## src/rtl/btb_predictor.sv

```systemverilog
// Direct-mapped BTB with 2-bit saturating direction counters; combinational lookup, 1-cycle training.
// Optional BTB_BYPASS_EN forwards a same-cycle update to a lookup of the same index.
module btb_predictor #(
    parameter int PC_WIDTH = 32,
    parameter int ENTRIES  = 16
) (
    input  logic                clk,
    input  logic                rst,
    input  logic [PC_WIDTH-1:0] IF_PC,
    output logic                BTB_Hit,
    output logic [PC_WIDTH-1:0] BTB_PC,
    input  logic                EX_Branch,
    input  logic [PC_WIDTH-1:0] EX_PC,
    input  logic                EX_Taken,
    input  logic [PC_WIDTH-1:0] EX_Target,
    input  logic                D_Cache_Stall,
    input  logic                BTB_Flush
);
    localparam int IDX = $clog2(ENTRIES);
    localparam int TW  = PC_WIDTH - IDX - 2;

    logic                valid_q [ENTRIES];
    logic                valid_d [ENTRIES];
    logic [TW-1:0]       tag_q   [ENTRIES];
    logic [TW-1:0]       tag_d   [ENTRIES];
    logic [PC_WIDTH-1:0] tgt_q   [ENTRIES];
    logic [PC_WIDTH-1:0] tgt_d   [ENTRIES];
    logic [1:0]          ctr_q   [ENTRIES];
    logic [1:0]          ctr_d   [ENTRIES];

    logic [IDX-1:0]      rd_idx, wr_idx;
    logic [TW-1:0]       rd_tag, wr_tag;
    logic                upd, wr_match;
    logic                nxt_valid;
    logic [TW-1:0]       nxt_tag;
    logic [PC_WIDTH-1:0] nxt_tgt;
    logic [1:0]          nxt_ctr;
    logic                rd_valid;
    logic [TW-1:0]       rd_etag;
    logic [PC_WIDTH-1:0] rd_tgt;
    logic [1:0]          rd_ctr;
    logic                rd_hit;
    logic                unused_pc_lsbs;

    assign rd_idx = IF_PC[IDX+1:2];
    assign rd_tag = IF_PC[PC_WIDTH-1:IDX+2];
    assign wr_idx = EX_PC[IDX+1:2];
    assign wr_tag = EX_PC[PC_WIDTH-1:IDX+2];
    assign unused_pc_lsbs = ^{IF_PC[1:0], EX_PC[1:0]};

    assign upd = EX_Branch & ~D_Cache_Stall & ~BTB_Flush;

    // Post-update image of the entry addressed by EX_PC; shared by the write port and the bypass path.
    always_comb begin
        wr_match  = valid_q[wr_idx] && (tag_q[wr_idx] == wr_tag);
        nxt_valid = valid_q[wr_idx];
        nxt_tag   = tag_q[wr_idx];
        nxt_tgt   = tgt_q[wr_idx];
        nxt_ctr   = ctr_q[wr_idx];
        if (wr_match) begin
            if (EX_Taken) begin
                nxt_ctr = (ctr_q[wr_idx] == 2'b11) ? 2'b11 : ctr_q[wr_idx] + 2'd1;
                nxt_tgt = EX_Target;
            end else begin
                nxt_ctr = (ctr_q[wr_idx] == 2'b00) ? 2'b00 : ctr_q[wr_idx] - 2'd1;
            end
        end else if (EX_Taken) begin
            nxt_valid = 1'b1;
            nxt_tag   = wr_tag;
            nxt_tgt   = EX_Target;
            nxt_ctr   = 2'b10;
        end
    end

    // Flush only drops valid bits and wins over a same-cycle update.
    always_comb begin
        valid_d = valid_q;
        tag_d   = tag_q;
        tgt_d   = tgt_q;
        ctr_d   = ctr_q;
        if (BTB_Flush) begin
            for (int i = 0; i < ENTRIES; i++) begin
                valid_d[i] = 1'b0;
            end
        end else if (upd) begin
            valid_d[wr_idx] = nxt_valid;
            tag_d[wr_idx]   = nxt_tag;
            tgt_d[wr_idx]   = nxt_tgt;
            ctr_d[wr_idx]   = nxt_ctr;
        end
    end

    always_ff @(posedge clk or posedge rst) begin
        if (rst) begin
            for (int i = 0; i < ENTRIES; i++) begin
                valid_q[i] <= 1'b0;
                tag_q[i]   <= '0;
                tgt_q[i]   <= '0;
                ctr_q[i]   <= 2'b01;
            end
        end else begin
            valid_q <= valid_d;
            tag_q   <= tag_d;
            tgt_q   <= tgt_d;
            ctr_q   <= ctr_d;
        end
    end

    always_comb begin
        rd_valid = valid_q[rd_idx];
        rd_etag  = tag_q[rd_idx];
        rd_tgt   = tgt_q[rd_idx];
        rd_ctr   = ctr_q[rd_idx];
`ifdef BTB_BYPASS_EN
        if (upd && (wr_idx == rd_idx)) begin
            rd_valid = nxt_valid;
            rd_etag  = nxt_tag;
            rd_tgt   = nxt_tgt;
            rd_ctr   = nxt_ctr;
        end
`endif
        rd_hit = rd_valid && (rd_etag == rd_tag) && rd_ctr[1] && !rst;
    end

    assign BTB_Hit = rd_hit;
    assign BTB_PC  = rd_hit ? rd_tgt : '0;

endmodule
```

## config.mk

```make
export PLATFORM = sky130hd
export DESIGN_NAME = btb_predictor
export DESIGN_NICKNAME = d
export VERILOG_FILES = /design/src/rtl/btb_predictor.sv
export SDC_FILE = /design/constraint.sdc
export NUM_CORES = 2
export LEC_CHECK = 0
export CORE_MARGIN = 3
export CORE_UTILIZATION = 55
export DETAILED_ROUTE_END_ITERATION = 12
export PLACE_DENSITY_LB_ADDON = 0.15
export SKIP_CTS_REPAIR_TIMING = 1
export SLEW_MARGIN = 20
export SYNTH_ARGS = -nofsm -noshare
export SYNTH_HDL_FRONTEND = slang
export SYNTH_SLANG_ARGS = --single-unit
```

## constraint.sdc

```tcl
create_clock -name clk -period 55.5 [get_ports clk]
set_input_delay 16.65 -clock clk [delete_from_list [all_inputs] [get_ports clk]]
set_output_delay 16.65 -clock clk [all_outputs]
set_load 0.05 [all_outputs]
```

==> impl_metrics.json <==
{
  "status": "finished, final reports clean",
  "max_freq_ghz": 0.02571,
  "portBuffers": 130,
  "crit_path_end_kind": "output port",
  "vdd_drop_max_v": 0.00002408,
  "vias_per_cell": 6.576,
  "power.density_nw_per_um2": 31.98,
  "synth_top_flop_cell": "dfrtp_1",
  "ios": 135,
  "hp-class": "flip-flop to flip-flop",
  "relSlewSlack": 0.2219,
  "clk_pin_slew_worst_paths_ns": 0.06,
  "clockBufferDepth": 3,
  "cp-start-kind": "input pin",
  "overflow": 0,
  "netlist.area_leader.share": 0.4566,
  "vias": 38330,
  "setup_viol": 0,
  "worstMarginPinSlew_ns": 1.151,
  "p_leak_nw": 24.12,
  "antenna_found_initial": 3,
  "period_share": 0.7007,
  "pre_cts_ws_ns": 16.70,
  "grt_pass1_wl_mm": 242.7,
  "yosysTopAreaCell": "dfrtp_1",
  "synth_warnings": 0,
  "row_count": 112,
  "die_h_um": 315.3,
  "max_cap_violations": 0,
  "syn_inst": 4636,
  "yosysUniqueCellTypes": 67,
  "ys_seq_area_frac": 0.4646,
  "wl_per_cell_um": 27.19,
  "rsz0062_at_grt": "false",
  "syn2layout_area_growth_pct": 9.971,
  "timing.hold.ws_ns": 0.4682,
  "coreArea_sq_um": 94030,
  "drc": 0,
  "ant_nets": 0,
  "grt_pass1_vias": 37980,
  "post-route-util": 0.6154,
  "criticalPathCategory": "input pin to output port",
  "tritoncts": "built",
  "nets": 4591,
  "cts-htree-levels": 3,
  "drive_gt1_frac": 0.2038,
  "slew_violations": 0,
  "timing.clock.skew_ns": 0.02161,
  "fin_tns_setup_ns": 0,
  "synth_edf_count": 0,
  "avgSynthCellArea_sq_um": 11.35,
  "final_cell_mix": "dfrtp_1 (960), nand2_1 (951), o21ai_0 (841), mux4_2 (522), mux2i_1 (192)",
  "hold_viol": 0,
  "grt_max_degree": 167,
  "syn_nets": 4738,
  "grt_util_all_layers": 0.3253,
  "die_x_um": 315.3,
  "first_pass_iters": 6,
  "finalNonFillerCells": 5829,
  "drtIter0Drc": 4804,
  "place_congestion": 0.8805,
  "place_inst": 5637,
  "cp_data_arrival_time_ns": 22.24,
  "cts_buffers": 104,
  "wl_mm": 158.5,
  "setup_slack_ns": 16.61,
  "clk_latency_ns": 0.69,
  "synth_area_leaders": "dfrtp_1 (46%), mux4_2 (22%), o21ai_0 (8.0%), nand2_1 (6.9%), mux2i_1 (4.2%)",
  "clock-sinks": 976,
  "place_hpwl_mm": 90.79,
  "crit_fanout": 61,
  "fin_crit_ns": 38.89,
  "root_buffer": "clkbuf_16",
  "async_reset_ff_frac": 1.000,
  "cp.required_ns": 38.85,
  "synth-seq-cells": 976,
  "synth_area_sq_um": 52620,
  "final_common_cell": "dfrtp_1",
  "start_util": 0.5596,
  "dieArea_sq_um": 99410
}
[worst max-delay path, stage by stage]
cell	delay, ns
buf_8	0.54
buf_4	0.89
mux4_2	0.60
nor2b_1	0.14
a211oi_1	0.25
a21oi_1	0.09
xor2_1	0.22
a2111oi_2	0.76
nand3_1	0.14
nor3_1	0.27
nand3_2	0.14
buf_4	0.34
nor2b_1	0.20
clkdlybuf4s50_1	0.82
[power by group]
part	leakage (nW)	total [W]	internal (W)	switching [W]
Sequential	13.1	0.000852	0.000790	0.0000617
Clock	1.68	0.000697	0.000397	0.000300
Combinational	9.30	0.000301	0.000143	0.000158
[stage by stage]
stage | area [sq um] | power (W)
2_1_floorplan | 52620 | 0.001070
3_3_place_gp | 54310 | 0.001148
3_5_place_dp | 54310 | 0.001158
4_1_cts | 57710 | 0.001852
5_1_grt | 57860 | 0.001925
6_report | 57860 | 0.001850
[synthesized netlist by cell type (3+ instances only)]
master and count:
a211oi_1 20, a21oi_1 193, a221oi_1 6, a22o_1 7, a22oi_1 33, a311oi_1 21
a31oi_1 9, and2_1 6, buf_1 46, buf_2 30, buf_4 26, buf_6 19
clkbuf_1 334, dfrtp_1 960, dfstp_2 16, inv_1 11, mux2_2 26, mux2i_1 223
mux2i_4 9, mux4_1 3, mux4_2 522, nand2_1 967, nand2b_1 12, nand3_1 12
nand4_1 7, nor2_1 79, nor2b_1 47, nor3_1 23, o2111ai_1 3, o21ai_0 841
o21ai_2 20, o22ai_1 8, o31ai_1 3, xnor2_1 36, xor2_1 14
[logic make-up after synthesis]
kind of cell | after synthesis | share of synthesized area
adders and majority gates | 2 | 0.0004042
buffers and inverters | 473 | 0.03976
DFF | 976 | 0.4646
xor gates and xnor gates | 50 | 0.008323
muxes | 785 | 0.2773
and+or+nand+nor | 1167 | 0.08855
AOI/OAI and AO/OA | 1183 | 0.1211
[worst paths after layout]
check                           cells past startpoint       start    endpoint  slack, ns
worst max-delay path                               14    IF_PC[2]  BTB_PC[23]      16.61
worst min-delay path                                2    ctr_q[6]    ctr_q[6]       0.47
worst max register to register                     11  tag_q[384]  tag_q[350]      51.14
worst min register to register                      2    ctr_q[6]    ctr_q[6]       0.47
max in group asynchronous                           5         rst  tag_q[136]      35.89
min in group asynchronous                           2         rst   ctr_q[13]      16.61
[layout make-up]
| class | count | area, sq um |
|---|---|---|
| antenna | 1 | 2.502 |
| clock buffer | 146 | 2972 |
| clock inverter | 45 | 422.9 |
| fill | 7475 | 36170 |
| inverter | 12 | 55.05 |
| multi-input combinational | 3187 | 26440 |
| sequential | 976 | 24440 |
| tap | 1254 | 1569 |
| timing repair buffer | 208 | 1958 |
[registers in the layout, indices dropped and copies added, names as in the netlist]
| register | flops |
|---|---|
| ctr_q | 32 |
| tag_q | 416 |
| tgt_q | 512 |
| valid_q | 16 |
[layer usage]
layer | share of wire | global-route usage | wire length [um]
met3 | 0.087 | 0.05903 | 13750
met1 | 0.41 | 0.4669 | 64570
met2 | 0.47 | 0.5064 | 73930
met4 | 0.039 | 0.1132 | 6215
met5 | 0.000095 | 0 | 15
No activity file was read; power rests on OpenSTA's default activity.
